==> config.mk <==
export PLATFORM = sky130hd
export DESIGN_NAME = muldiv_unit
export DESIGN_NICKNAME = d
export VERILOG_FILES = /design/src/rtl/muldiv_unit.sv
export SDC_FILE = /design/constraint.sdc
export NUM_CORES = 1
export LEC_CHECK = 0
export ABC_AREA = 1
export BUFFER_PORTS_ARGS = -buffer_cell sky130_fd_sc_hd__buf_2
export CAP_MARGIN = 20
export CELL_PAD_IN_SITES_DETAIL_PLACEMENT = 1
export CELL_PAD_IN_SITES_GLOBAL_PLACEMENT = 2
export CORE_ASPECT_RATIO = 1.2
export CORE_MARGIN = 2
export CORE_UTILIZATION = 34
export CTS_BUF_LIST = sky130_fd_sc_hd__clkbuf_4
export CTS_CLUSTER_SIZE = 28
export DETAILED_ROUTE_END_ITERATION = 16
export PLACE_DENSITY_LB_ADDON = 0.08
export REMOVE_ABC_BUFFERS = 1
export SYNTH_ARGS = -nofsm -noshare
export SYNTH_HDL_FRONTEND = slang
export SYNTH_SLANG_ARGS = --single-unit
==> constraint.sdc <==
create_clock -name clk -period 5.4 [get_ports clk]
set_input_delay 0.54 -clock clk [delete_from_list [all_inputs] [get_ports clk]]
set_output_delay 0.54 -clock clk [all_outputs]
set_load 0.01 [all_outputs]
==> src/rtl/muldiv_unit.sv <==
// rtl/muldiv_unit.sv - iterative 32-cycle multiply/divide unit with HI/LO registers
module muldiv_unit #(
   parameter int WIDTH = 32
) (
   input  logic             clk,
   input  logic             reset,
   input  logic             start,
   input  logic [1:0]       op,
   input  logic [WIDTH-1:0] src_a,
   input  logic [WIDTH-1:0] src_b,
   input  logic             hi_we,
   input  logic             lo_we,
   input  logic [WIDTH-1:0] wdata,
   output logic             busy,
   output logic             done,
   output logic [WIDTH-1:0] hi,
   output logic [WIDTH-1:0] lo
);

   localparam logic [1:0] ST_IDLE = 2'd0;
   localparam logic [1:0] ST_RUN  = 2'd1;
   localparam logic [1:0] ST_DONE = 2'd2;

   logic [1:0]       state;
   logic [4:0]       count;
   logic             is_div;
   logic             neg_q;      // quotient / product must be negated
   logic             neg_r;      // remainder must be negated (dividend negative)
   logic [WIDTH-1:0] a_r;        // raw dividend, returned as remainder on divide by zero
   logic [WIDTH-1:0] mag_b;      // multiplicand / divisor magnitude
   logic [WIDTH-1:0] acc_hi;     // partial product high half / partial remainder
   logic [WIDTH-1:0] acc_lo;     // multiplier bits / dividend bits then quotient bits

   logic [WIDTH-1:0] mag_a_in;
   logic [WIDTH-1:0] mag_b_in;
   logic [WIDTH:0]   mul_sum;
   logic [WIDTH:0]   div_shift;
   logic [WIDTH:0]   div_diff;
   logic             q_bit;
   logic [WIDTH-1:0] step_hi;
   logic [WIDTH-1:0] step_lo;
   logic [2*WIDTH-1:0] prod;
   logic [2*WIDTH-1:0] prod_fix;
   logic [WIDTH-1:0] res_hi;
   logic [WIDTH-1:0] res_lo;

   assign busy = (state != ST_IDLE);
   assign done = (state == ST_DONE);

   // Operand magnitudes, one iteration of shift-add / restoring divide, and sign-corrected final result
   always_comb begin
      mag_a_in = (op[0] && src_a[WIDTH-1]) ? (-src_a) : src_a;
      mag_b_in = (op[0] && src_b[WIDTH-1]) ? (-src_b) : src_b;

      mul_sum   = {1'b0, acc_hi} + (acc_lo[0] ? {1'b0, mag_b} : {(WIDTH+1){1'b0}});
      div_shift = {acc_hi, acc_lo[WIDTH-1]};
      div_diff  = div_shift - {1'b0, mag_b};
      q_bit     = ~div_diff[WIDTH];

      if (is_div) begin
         step_hi = q_bit ? div_diff[WIDTH-1:0] : div_shift[WIDTH-1:0];
         step_lo = {acc_lo[WIDTH-2:0], q_bit};
      end else begin
         step_hi = mul_sum[WIDTH:1];
         step_lo = {mul_sum[0], acc_lo[WIDTH-1:1]};
      end

      prod     = {step_hi, step_lo};
      prod_fix = neg_q ? (-prod) : prod;

      if (!is_div) begin
         res_hi = prod_fix[2*WIDTH-1:WIDTH];
         res_lo = prod_fix[WIDTH-1:0];
      end else if (mag_b == '0) begin
         res_hi = a_r;
         res_lo = '1;
      end else begin
         res_hi = neg_r ? (-step_hi) : step_hi;
         res_lo = neg_q ? (-step_lo) : step_lo;
      end
   end

   // Control FSM, iteration datapath registers and the architectural HI/LO registers
   always_ff @(posedge clk or negedge reset) begin
      if (!reset) begin
         state  <= ST_IDLE;
         count  <= 5'd0;
         is_div <= 1'b0;
         neg_q  <= 1'b0;
         neg_r  <= 1'b0;
         a_r    <= '0;
         mag_b  <= '0;
         acc_hi <= '0;
         acc_lo <= '0;
         hi     <= '0;
         lo     <= '0;
      end else begin
         case (state)
            ST_IDLE: begin
               if (start) begin
                  is_div <= op[1];
                  neg_q  <= op[0] & (src_a[WIDTH-1] ^ src_b[WIDTH-1]);
                  neg_r  <= op[0] & src_a[WIDTH-1];
                  a_r    <= src_a;
                  mag_b  <= mag_b_in;
                  acc_hi <= '0;
                  acc_lo <= mag_a_in;
                  count  <= 5'd0;
                  state  <= ST_RUN;
               end else begin
                  if (hi_we) hi <= wdata;
                  if (lo_we) lo <= wdata;
               end
            end
            ST_RUN: begin
               acc_hi <= step_hi;
               acc_lo <= step_lo;
               count  <= count + 5'd1;
               if (count == 5'd31) begin
                  hi    <= res_hi;
                  lo    <= res_lo;
                  state <= ST_DONE;
               end
            end
            ST_DONE: begin
               state <= ST_IDLE;
            end
            default: begin
               state <= ST_IDLE;
            end
         endcase
      end
   end

endmodule

==> impl_metrics.env <==
export IMPL_rsz0062_at_grt="false"
export IMPL_critical_path_class="flop to flop"
export IMPL_antenna_found_initial=5
export IMPL_gp_congestion=0.958
export IMPL_hold_path_depth=3
export IMPL_crit_top_cell="nand2_1"
export IMPL_setup_ws_ps=492
export IMPL_synth_area_leaders="dfrtp_1 26%, nand2_1 18%, inv_1 8.3%, nor2_1 7.2%, o21ai_0 5.6%"
export IMPL_finalClockSkew_ps=66.8
export IMPL_holdCritStartpoint="src_a[15]"
export IMPL_die_h_um=267
export IMPL_timing_slew_headroom_pct=30.1
export IMPL_clock_sinks=202
export IMPL_area_growth_syn_to_layout_pct=15.0
export IMPL_initial_utilization_pct=34.3
export IMPL_drc=0
export IMPL_report_final_slew_viol_count=0
export IMPL_die_width_um=223
export IMPL_placed_cells=4078
export IMPL_fin_tns_setup_ps=0
export IMPL_slowest_stage="fa_1"
export IMPL_port_buffers=168
export IMPL_gr_total_overflow=0
export IMPL_max_stage_delay_ps=420
export IMPL_clockRootBuffer="clkbuf_4"
export IMPL_ios=169
export IMPL_layout_cells_non_filler=4223
export IMPL_layout_common_cells="955 x nand2_1, 430 x inv_1, 370 x nor2_1, 219 x o21ai_0, 207 x nand3_1"
export IMPL_ys_flop_type="dfrtp_1"
export IMPL_r2r_slack_ps=490
export IMPL_drv_cap=0
export IMPL_r2r_cells=32
export IMPL_syn_cell_area_mm2=0.0196
export IMPL_status="completed"
export IMPL_drive_above_1_share_pct=13.6
export IMPL_clkTransAtPathRegs_ps=70
export IMPL_period_needed_ps=4910
export IMPL_num_vias=22500
export IMPL_clock_latency_ps=820
export IMPL_grt_max_degree=116
export IMPL_wl_per_cell_um=23.3
export IMPL_fp_coreArea_mm2=0.0571
export IMPL_pre_cts_ws_ps=569
export IMPL_track_usage_pct=33.2
export IMPL_holdWs_ps=65.9
export IMPL_cp_arrival_ps=5620
export IMPL_period_share_pct=90.9
export IMPL_htreeDepth=3
export IMPL_fp_row_count=96
export IMPL_firstDrtPassIters=5
export IMPL_cts_buffers=68
export IMPL_drt_iter0_drc=1136
export IMPL_synth_edf_count=0
export IMPL_async_reset_ff_share_pct=100
export IMPL_synth_seq_cells=202
export IMPL_num_nets_final=3620
export IMPL_grt_pass1_wl_um=147000
export IMPL_ys_warn_count=0
export IMPL_hpwl_um=77900
export IMPL_viasPerCell=5.34
export IMPL_cts_tree="built"
export IMPL_tightest_slew_ps=1050
export IMPL_synth_top_area_share_pct=25.8
export IMPL_antenna_left=0
export IMPL_worst_hold_path_endpoint="a_r[15]"
export IMPL_timing_final_hold_violations=0
export IMPL_reg2reg_to="hi[12]"
export IMPL_die_area_mm2=0.0595
export IMPL_fmax_mhz=204
export IMPL_synth_cell_types=56
export IMPL_cp_max_fo=8
export IMPL_grt_pass1_vias=24100
export IMPL_critPathLaunchType="flop"
export IMPL_ys_seq_area_share_pct=25.8
export IMPL_layout_cells_most_common="nand2_1"
export IMPL_setup_viol=0
export IMPL_synth_avg_cell_area_um2=6.06
export IMPL_yosysTopAreaCell="dfrtp_1"
export IMPL_r2r_start="acc_lo[31]"
export IMPL_holdCritPathClass="input pin to flop"
export IMPL_end_kind="flop"
export IMPL_critPathRequiredTime_ps=6120
export IMPL_syn_inst=3228
export IMPL_wl_um=98500
export IMPL_clk_path_buf_depth=3
## per-stage QoR
| step | utilization, % | cell area (um2) |
|---|---|---|
| after floorplan | - | 19100 |
| after global placement | 37.4 | 21300 |
| after detailed placement | 37.4 | 21300 |
| after CTS | 39.4 | 22500 |
| after global routing | 39.4 | 22500 |
| final | 39.4 | 22500 |
## flip-flops by register name (all words and copies together), names as in the netlist
| name | cells |
|---|---|
| a_r | 32 |
| neg_q | 1 |
| hi | 32 |
| acc_lo | 32 |
| mag_b | 32 |
| count | 5 |
| lo | 32 |
| is_div | 1 |
| neg_r | 1 |
| acc_hi | 32 |
| state | 2 |
## routing by layer
metal  share of wire [%]  GRT usage (%)  up-vias  wire length [um]
li1                    -              -    10800                 -
met1                  40           37.0    11000             39100
met2                  51           60.6      537             49900
met3                 3.5           3.82      208              3460
met4                 6.2           19.7        6              6060
met5               0.045              0        -                44
## cell families (layout without fill, tap and decap cells)
kind of cell	Yosys count	in the layout	share of synthesized area, %
flip-flops	202	202	25.8
adder cells (fa/ha/maj)	72	72	4.68
buffers and inverters	567	826	11.3
XOR/XNOR	91	91	4.07
AND/OR/NAND/NOR	1749	1749	38.0
AO/OA/AOI/OAI	547	547	16.1
other	0	1	0
## area by class of cell
cell class / instances / area [um2]
Inverter: 454 / 1700
Sequential cell: 202 / 5060
Multi-Input combinational cell: 2459 / 12300
Tap cell: 735 / 920
Timing Repair Buffer: 260 / 1650
Clock buffer: 96 / 721
Clock inverter: 16 / 123
Fill cell: 7825 / 34600
Antenna cell: 1 / 2.50
## what timing repair did
| item | CTS | global route |
|---|---|---|
| resized for setup | 0 | 1 |
| hold endpoints to repair | 147 | 0 |
| endpoints found under the setup margin | 0 | 2 |
| buffers inserted | 0 | 0 |
| hold buffers | 32 | 0 |
## worst max-delay path: cells and delay by family, from the launching register on
family | cells | cell delay [ps]
simple gates | 21 | 2600
fa+ha+maj | 3 | 760
buf+inv | 6 | 740
flops | 1 | 400
compound gates | 2 | 260
## how the worst max path moves through the flow
stage	startpoint	endpoint	slack (ps)	depth (start not counted)
floorplan	state[0]	lo[2]	-2170	10
global placement	acc_lo[31]	hi[30]	700	32
detailed placement	acc_lo[31]	hi[4]	570	32
CTS	acc_lo[31]	hi[4]	540	32
global route	acc_lo[31]	hi[12]	7	32
finish	acc_lo[31]	hi[12]	490	32
## cell usage after synthesis (5+ instances only)
cell and instances:
nand2_4 9, o221ai_1 20, clkinv_1 5, buf_2 18, o211ai_1 11, nor2_1 374, nand4_1 28, nor3_1 43
clkbuf_1 72, nand3_1 207, inv_2 17, a21oi_1 170, o31ai_1 7, o21ai_0 219, o22ai_1 33, ha_1 70
a21oi_2 9, nand2_2 49, or2_2 8, o21ai_1 10, xor2_1 58, nor4_1 18, nor2_4 5, nand2_1 956
inv_1 432, nor2_2 17, a31oi_1 13, nand3b_1 14, a2bb2oi_1 21, xnor2_1 33, o21bai_1 5, dfrtp_1 202
o21a_1 8, buf_1 16, nand3_2 8
Power is not shown: default switching activity piles up to over one toggle a cycle in this logic, so the estimate is an artifact.
